===== src/rtl/fetch_unit_rv32i_if.sv =====
// fetch_unit_rv32i_if: bundle of signals between the RV32I fetch stage, instruction memory and execute
// Signals:
//   imem_req/imem_addr         fetch request and address (fetch -> memory)
//   imem_ack/imem_rdata        response strobe and instruction word (memory -> fetch)
//   instr_valid/instr          captured instruction (fetch -> execute)
//   opcode/funct3/funct7       decode fields of instr (fetch -> control unit)
//   instr_pc/pc_plus4          PC of instr and its sequential successor (fetch -> datapath)
//   ex_done/redirect_en/pc     completion and optional redirect target (execute -> fetch)
//   fault                      sticky fetch fault (fetch -> system)
// Modports: master = fetch unit view, slave = memory/execute environment view.
interface fetch_unit_rv32i_if;
    logic        imem_req;
    logic [31:0] imem_addr;
    logic        imem_ack;
    logic [31:0] imem_rdata;
    logic        instr_valid;
    logic [31:0] instr;
    logic [6:0]  opcode;
    logic [2:0]  funct3;
    logic [6:0]  funct7;
    logic [31:0] instr_pc;
    logic [31:0] pc_plus4;
    logic        ex_done;
    logic        redirect_en;
    logic [31:0] redirect_pc;
    logic        fault;

    modport master (
        output imem_req, imem_addr, instr_valid, instr, opcode, funct3, funct7,
               instr_pc, pc_plus4, fault,
        input  imem_ack, imem_rdata, ex_done, redirect_en, redirect_pc
    );

    modport slave (
        input  imem_req, imem_addr, instr_valid, instr, opcode, funct3, funct7,
               instr_pc, pc_plus4, fault,
        output imem_ack, imem_rdata, ex_done, redirect_en, redirect_pc
    );
endinterface


===== src/rtl/fetch_unit_rv32i.sv =====
// fetch_unit_rv32i: RV32I fetch stage holding the PC, fetching over req/ack and holding the instruction for execute
// Ports:
//   clk    system clock, rising edge
//   rst_n  asynchronous active-low reset
//   bus    fetch_unit_rv32i_if.master: imem req/addr/ack/rdata, instr + opcode/funct3/funct7,
//          instr_pc/pc_plus4, ex_done/redirect_en/redirect_pc from execute, sticky fault
// Parameters:
//   RESET_PC       PC loaded on reset
//   FETCH_TIMEOUT  unacknowledged FETCH cycles (1..255) before entering FAULT
// Optional feature macro: IFETCH_MISALIGN_CHK_EN -- when defined, a retiring redirect to a target with
// nonzero [1:0] enters FAULT; otherwise the low two target bits are cleared when loaded into the PC.
module fetch_unit_rv32i #(
    parameter logic [31:0] RESET_PC      = 32'h0000_0000,
    parameter int unsigned FETCH_TIMEOUT = 255
) (
    input logic clk,
    input logic rst_n,
    fetch_unit_rv32i_if.master bus
);
    localparam logic [31:0] NOP      = 32'h0000_0013;
    localparam logic [7:0]  TMO_LAST = 8'(FETCH_TIMEOUT - 1);

    typedef enum logic [1:0] {S_FETCH, S_HOLD, S_FAULT} state_t;

    state_t      state_q, state_d;
    logic [31:0] pc_q, pc_d;
    logic [31:0] instr_q, instr_d;
    logic [31:0] instr_pc_q, instr_pc_d;
    logic [7:0]  cnt_q, cnt_d;
    logic        valid_q, valid_d;
    logic        fetch_ack, timeout, retire, misalign;
    logic [31:0] target;

    assign fetch_ack = state_q == S_FETCH && bus.imem_ack;
    // An ack in the last allowed cycle takes priority over the timeout.
    assign timeout   = state_q == S_FETCH && !bus.imem_ack && cnt_q == TMO_LAST;
    assign retire    = state_q == S_HOLD && bus.ex_done;
    assign target    = bus.redirect_en ? (bus.redirect_pc & ~32'h3) : pc_q + 32'd4;

`ifdef IFETCH_MISALIGN_CHK_EN
    assign misalign = bus.redirect_en && bus.redirect_pc[1:0] != 2'b00;
`else
    assign misalign = 1'b0;
`endif

    always_ff @(posedge clk or negedge rst_n) begin
        if (!rst_n) begin
            state_q <= S_FETCH;
        end else begin
            state_q <= state_d;
        end
    end

    always_comb begin
        state_d = state_q;
        if (fetch_ack) state_d = S_HOLD;
        else if (timeout) state_d = S_FAULT;
        else if (retire) state_d = misalign ? S_FAULT : S_FETCH;
    end

    always_comb begin
        bus.imem_req = state_q == S_FETCH;
        bus.fault    = state_q == S_FAULT;
    end

    // Retiring always clears the held instruction, including a misaligned redirect into FAULT.
    always_comb begin
        pc_d       = (retire && !misalign) ? target : pc_q;
        instr_d    = fetch_ack ? bus.imem_rdata : retire ? NOP : instr_q;
        instr_pc_d = fetch_ack ? pc_q : instr_pc_q;
        valid_d    = fetch_ack | (valid_q & ~retire);
        cnt_d      = fetch_ack ? 8'd0 : (state_q == S_FETCH && !timeout) ? cnt_q + 8'd1 : cnt_q;
    end

    always_ff @(posedge clk or negedge rst_n) begin
        if (!rst_n) begin
            pc_q       <= RESET_PC;
            instr_q    <= NOP;
            instr_pc_q <= RESET_PC;
            valid_q    <= 1'b0;
            cnt_q      <= 8'd0;
        end else begin
            pc_q       <= pc_d;
            instr_q    <= instr_d;
            instr_pc_q <= instr_pc_d;
            valid_q    <= valid_d;
            cnt_q      <= cnt_d;
        end
    end

    assign bus.imem_addr   = pc_q;
    assign bus.instr_valid = valid_q;
    assign bus.instr       = instr_q;
    assign bus.opcode      = instr_q[6:0];
    assign bus.funct3      = instr_q[14:12];
    assign bus.funct7      = instr_q[31:25];
    assign bus.instr_pc    = instr_pc_q;
    assign bus.pc_plus4    = instr_pc_q + 32'd4;
endmodule

===== src/flat_wrapper.sv =====
// flat-port wrapper written by rule: the top's interface ports become plain ports
module fetch_unit_rv32i_flat 
#(
    parameter logic [31:0] RESET_PC      = 32'h0000_0000,
    parameter int unsigned FETCH_TIMEOUT = 255
)
  (clk, rst_n, bus_imem_req, bus_imem_addr, bus_instr_valid, bus_instr, bus_opcode, bus_funct3, bus_funct7, bus_instr_pc, bus_pc_plus4, bus_fault, bus_imem_ack, bus_imem_rdata, bus_ex_done, bus_redirect_en, bus_redirect_pc);
  fetch_unit_rv32i_if bus_i ();
  input logic clk;
  input logic rst_n;
  output wire logic [$bits(bus_i.imem_req)-1:0] bus_imem_req;
  output wire logic [$bits(bus_i.imem_addr)-1:0] bus_imem_addr;
  output wire logic [$bits(bus_i.instr_valid)-1:0] bus_instr_valid;
  output wire logic [$bits(bus_i.instr)-1:0] bus_instr;
  output wire logic [$bits(bus_i.opcode)-1:0] bus_opcode;
  output wire logic [$bits(bus_i.funct3)-1:0] bus_funct3;
  output wire logic [$bits(bus_i.funct7)-1:0] bus_funct7;
  output wire logic [$bits(bus_i.instr_pc)-1:0] bus_instr_pc;
  output wire logic [$bits(bus_i.pc_plus4)-1:0] bus_pc_plus4;
  output wire logic [$bits(bus_i.fault)-1:0] bus_fault;
  input wire logic [$bits(bus_i.imem_ack)-1:0] bus_imem_ack;
  input wire logic [$bits(bus_i.imem_rdata)-1:0] bus_imem_rdata;
  input wire logic [$bits(bus_i.ex_done)-1:0] bus_ex_done;
  input wire logic [$bits(bus_i.redirect_en)-1:0] bus_redirect_en;
  input wire logic [$bits(bus_i.redirect_pc)-1:0] bus_redirect_pc;
  assign bus_imem_req = bus_i.imem_req;
  assign bus_imem_addr = bus_i.imem_addr;
  assign bus_instr_valid = bus_i.instr_valid;
  assign bus_instr = bus_i.instr;
  assign bus_opcode = bus_i.opcode;
  assign bus_funct3 = bus_i.funct3;
  assign bus_funct7 = bus_i.funct7;
  assign bus_instr_pc = bus_i.instr_pc;
  assign bus_pc_plus4 = bus_i.pc_plus4;
  assign bus_fault = bus_i.fault;
  assign bus_i.imem_ack = bus_imem_ack;
  assign bus_i.imem_rdata = bus_imem_rdata;
  assign bus_i.ex_done = bus_ex_done;
  assign bus_i.redirect_en = bus_redirect_en;
  assign bus_i.redirect_pc = bus_redirect_pc;
  fetch_unit_rv32i #(.RESET_PC(RESET_PC), .FETCH_TIMEOUT(FETCH_TIMEOUT)) u_core (.clk(clk), .rst_n(rst_n), .bus(bus_i));
endmodule

===== config.mk =====
export PLATFORM = sky130hd
export DESIGN_NAME = fetch_unit_rv32i_flat
export DESIGN_NICKNAME = d
export VERILOG_FILES = /design/src/rtl/fetch_unit_rv32i_if.sv /design/src/rtl/fetch_unit_rv32i.sv /design/src/flat_wrapper.sv
export SDC_FILE = /design/constraint.sdc
export NUM_CORES = 1
export LEC_CHECK = 0
export ABC_CLOCK_PERIOD_IN_PS = 4700
export CAP_MARGIN = 20
export CORE_MARGIN = 2
export CORE_UTILIZATION = 40
export DETAILED_ROUTE_END_ITERATION = 8
export GPL_TIMING_DRIVEN = 0
export PLACE_DENSITY = 0.75
export SLEW_MARGIN = 20
export SYNTH_ARGS = -nofsm -noshare
export SYNTH_HDL_FRONTEND = slang
export SYNTH_SLANG_ARGS = --single-unit

===== constraint.sdc =====
create_clock -name clk -period 4.7 [get_ports clk]
set_input_delay 0.705 -clock clk [delete_from_list [all_inputs] [get_ports clk]]
set_output_delay 0.705 -clock clk [all_outputs]
set_load 0.02 [all_outputs]

======== Word-level counts from Yosys, hierarchy flattened ========
Index checks and enable logic that the tools add are counted.
W data, S select, Z words.
cells by class
  equality and inequality tests ........... 3
  bitwise operators ....................... 3
  muxes and demuxes ....................... 8
  reduce and logical (&&, ||, !) cells .... 11
  add/sub/neg operators ................... 3
operators by type and width
  kind                     count
  $mux W32                 3
  $add A32 B3 Y32 const B  2
  $mux W8                  2
  $add A8 B1 Y8 const B    1
  $eq A8 B8 Y1 const B     1
  $mux W2                  3
  $logic_and A1 B1 Y1      5
  $reduce_bool A2 Y1       2
  $reduce_bool A3 Y1       1
  $eq A2 B1 Y1 const B     1
  $eq A2 B2 Y1 const B     1
  $logic_not A1 Y1         2
  $logic_not A2 Y1         1
  $and A1 B1 Y1            1
  $not A1 Y1               1
  $or A1 B1 Y1             1
word-level totals
  register bits after elaboration ......... 107
  bits of input ports ..................... 69
  word-level logic and storage cells ...... 34
  output and inout port bits .............. 148

======== Logic depth before layout (Yosys ltp) ========
  depth after elaboration ................. 7
  depth in mapped cells ................... 7
  depth with buffers taken out ............ 7

======== Worst setup path before layout ========
No wires, ideal clock.
  kind .................................... flip-flop to output port
  from .................................... register u_core.instr_pc_q[9], in the netlist u_core.bus.instr_pc[9]
  to ...................................... output port bus_pc_plus4[22]
  cell stages (with the launch flop) ...... 6
  data arrival time ....................... 1.971 ns
  path slack .............................. 2.024 ns
  cells stage by stage .................... dfrtp_1 -> nand4_1 -> nor4_1 -> and3_1 -> nor3b_1 -> xor2_1
on the way
  word-level cells in the longest chain between the ends .. 1
RTL lines
  what                    line                    RTL
  from (decl)             fetch_unit_rv32i.sv:28  logic [31:0] instr_pc_q, instr_pc_d;
  from (signal assigned)  fetch_unit_rv32i.sv:85  instr_pc_q <= instr_pc_d;
  $add A32 B3 Y32         fetch_unit_rv32i.sv:98  assign bus.pc_plus4 = instr_pc_q + 32'd4;
  to (decl)               flat_wrapper.sv:19      output wire logic [$bits(bus_i.pc_plus4)-1:0] bus_pc_plus4;
No other way between the ends.

======== Worst setup path in the final report ========
  from .................................... register u_core.instr_pc_q[5], in the netlist u_core.bus.instr_pc[5]
  to ...................................... output port bus_pc_plus4[22]
The elaborated chain is that of the path after synthesis.

==> flow_summary.yaml <==
run_status:
  status: "finished clean"
timing:
  finClkSkew_ns: 0.00782
  hold_viol: 0
  setup_ws_ns: 0.893
  setup_viol: 0
  rsz0062_at_grt: "no"
  fin_crit_ns: 3.81
  worstMarginPinSlew_ns: 0.714
  drv_slew: 0
  finalCritPeriodShare_pct: 81.0
  slew_headroom_pct: 52.4
  timing.fmax_mhz: 263
synthesis:
  synthXorXnorAreaFrac_pct: 4.67
  async_flop_share_pct: 100
  yosysWarnings: 0
  seq_area_frac_synth_pct: 47.5
  ys_ff_latch: 103
  syn_area_per_cell_sq_um: 9.19
  synth_compound_area_share_pct: 15.3
  syn_inst: 592
  synth_top_family_by_area: "simple AND/OR/NAND/NOR gates"
  netlist_area_sq_mm: 0.00544
  muxShareOfSynthArea_pct: 1.52
  ys.flop_type: "dfrtp_1"
  synth-edff-count: 0
  synthSimpleGateAreaFrac_pct: 23.6
  synthAdderAreaFrac_pct: 0.920
  ys_types: 56
routing:
  ant_nets: 0
  drt-initial-drc-count: 409
  detail_route.vias_per_cell: 5.34
  routed_wirelength_mm: 16.9
  num_vias: 5325
  first_pass_iters: 5
  wl_per_cell_microns: 17.0
  drc_errors: 0
power:
  p_per_area_mw_per_mm2: 699
  leakagePower_uw: 0.00346
  irDropWorstVdd_mv: 0.378
critical_path:
  cp-start-kind: "flip-flop"
  endpoint_kind: "output port"
  cp_max_fo: 7
  required_ns: 3.99
  critPathKind: "reg -> out"
  cp.arrival_ns: 3.10
floorplan:
  die_w_microns: 121
  ios: 217
  core.rowCount: 42
  die_h_microns: 121
  initial_core_util_pct: 41.1
  core_area_sq_mm: 0.0132
  die_area_sq_mm: 0.0145
flow_run:
  maxCapViolCount: 0
finish:
  fin_area_sq_mm: 0.00814
  nets: 890
  syn_to_final_growth_pct: 49.6
  final_layout_size_suffix_gt1_share_pct: 7.91
  instances_no_fill: 998
  antenna_cells: 0
grt:
  grt_pass1_wl_mm: 27.3
  track_usage_pct: 23.7
  grt_pass1_vias: 5387
  overflow: 0
  grt_max_degree: 71
  antenna_found_initial: 0
clocking:
  clock_latency_ns: 0.35
  cts_setup_buffers: 0
  clk_path_buf_depth: 2
  cts_hold_buf: 0
  ctsResizeCount: 0
  cts-root-buf: "clkbuf_16"
  cts_tree: "done"
  cts-buffers-inserted: 9
  path_clk_slew_ns: 0.07
  cts_htree_levels: 3
  clock_sinks: 103
placed_design:
  dp.cells: 982
  gp_congestion: 0.854
  place_ws_ns: 1.26
  numPortBuffers: 208
  hpwl_mm: 12.7
  place_area_sq_mm: 0.00779
worst_hold_path:
  hp-class: "in -> async"
[registers in the layout, summed over array words and instances, names as in the netlist]
name,flops
u_core.bus.imem_addr,30
u_core.bus.instr,32
u_core.bus.instr_pc,30
u_core.bus.instr_valid,1
u_core.cnt_q,8
u_core.state_q,2
[cell families (layout without fill, tap and decap cells)]
logic type | count (synthesis) | count (layout)
multiplexers | 8 | 8
XOR/XNOR | 29 | 29
adder cells (fa/ha/maj) | 4 | 4
AO/OA/AOI/OAI | 119 | 119
other | 1 | 6
AND/OR/NAND/NOR | 262 | 262
flip-flops | 103 | 103
buffers and inverters | 66 | 291
[final timing paths]
check                      slack [ns]  cells after the start                  endpoint                    start
max                              0.89                      6          bus_pc_plus4[22]   u_core.bus.instr_pc[5]
min                              0.24                      1           u_core.cnt_q[1]                    rst_n
max reg2reg                      2.47                      6  u_core.bus.imem_addr[28]  u_core.bus.imem_addr[2]
min reg2reg                      0.48                      2    u_core.bus.instr_valid   u_core.bus.instr_valid
max in group asynchronous        3.80                      2       u_core.bus.instr[1]                    rst_n
min in group clk                 0.48                      2    u_core.bus.instr_valid   u_core.bus.instr_valid
[power breakdown]
| part | leakage (uW) | switching, uW | internal, uW |
|---|---|---|---|
| clock | 0.000162 | 333 | 536 |
| combinational | 0.00203 | 1570 | 1460 |
| sequential | 0.00127 | 509 | 1280 |
| total | 0.00346 | 2410 | 3270 |
[metrics by stage]
step / total power (uW) / TNS [ns] / utilization [%] / hold slack, ns
after detailed placement: 4820 / 0 / 58.8 / 0.469
after CTS: 5720 / 0 / 61.4 / 0.242
after global routing: 6010 / 0 / 61.4 / 0.253
after global placement: 4750 / -93.10 / 58.6 / 0.470
after floorplan: 3300 / 0 / - / 0.409
final: 5680 / 0 / 61.4 / 0.240
[critical path: stages (launching register included)]
cell and delay, ns:
dfrtp_1 0.48, nand4_1 0.26, nor4_1 0.63, and3_1 0.31
nor3b_1 0.28, xor2_1 0.17, clkdlybuf4s50_1 0.62
[synth_stat cells, types with 2 or more instances]
master / number / area (sq um)
buf_2: 6 / 30.0
xor2_1: 12 / 105
xnor2_1: 17 / 149
o21ai_0: 25 / 125
a22oi_1: 3 / 22.5
o21bai_1: 2 / 15.0
nand2_1: 125 / 469
dfstp_2: 3 / 78.8
a21oi_1: 24 / 120
or3_1: 4 / 25.0
a2bb2oi_1: 5 / 43.8
a22o_1: 29 / 254
o22a_1: 6 / 52.6
o2bb2ai_1: 2 / 17.5
and4_1: 4 / 35.0
ha_1: 4 / 50.1
inv_1: 8 / 30.0
nor4_1: 5 / 31.3
mux2i_1: 6 / 60.1
nor2_1: 33 / 124
clkbuf_1: 14 / 52.6
o22ai_1: 4 / 25.0
a41oi_1: 2 / 17.5
buf_1: 13 / 48.8
nor3_1: 14 / 70.1
nor4_2: 3 / 37.5
a31oi_1: 2 / 12.5
buf_4: 25 / 188
o211ai_1: 2 / 15.0
nand4_1: 16 / 100
dfrtp_1: 100 / 2500
and3_1: 10 / 62.6
and2_1: 5 / 31.3
a211oi_1: 3 / 22.5
mux2_2: 2 / 22.5
a311oi_1: 6 / 52.6
nand3_1: 28 / 140
or4_1: 2 / 15.0
[metal layers]
| metal | wire (microns) | vias up | share of wire [%] | GRT usage, % |
|---|---|---|---|---|
| met2 | 8480 | 239 | 50 | 40.3 |
| li1 | - | 2528 | - | - |
| met3 | 1220 | 29 | 7.2 | 4.43 |
| met4 | 383 | 0 | 2.3 | 9.96 |
| met1 | 6840 | 2529 | 40 | 29.5 |
| met5 | 0 | - | 0 | 0 |
[layout by cell type, fill, tap and decap left out, types with 6 or more instances in the layout]
| cell type | n |
|---|---|
| a21oi_1 | 24 |
| a22o_1 | 29 |
| a311oi_1 | 6 |
| and3_1 | 10 |
| buf_1 | 13 |
| buf_2 | 6 |
| buf_4 | 25 |
| clkbuf_1 | 15 |
| clkbuf_16 | 9 |
| clkdlybuf4s50_1 | 207 |
| conb_1 | 6 |
| dfrtp_1 | 100 |
| inv_1 | 8 |
| mux2i_1 | 6 |
| nand2_1 | 125 |
| nand3_1 | 28 |
| nand4_1 | 16 |
| nor2_1 | 33 |
| nor3_1 | 14 |
| o21ai_0 | 25 |
| o22a_1 | 6 |
| xnor2_1 | 17 |
| xor2_1 | 12 |
[area by class of cell]
class                   count  area [sq um]
flip-flops and latches    103          2580
clock inverters             5           105
well taps                 176           220
multi-input cells         428          2530
plain buffers              58           319
clock buffers              11           243
inverters                   8          30.0
repair buffers            209          2110
fillers                  1112          5110
(Power assumes the default switching activity.)
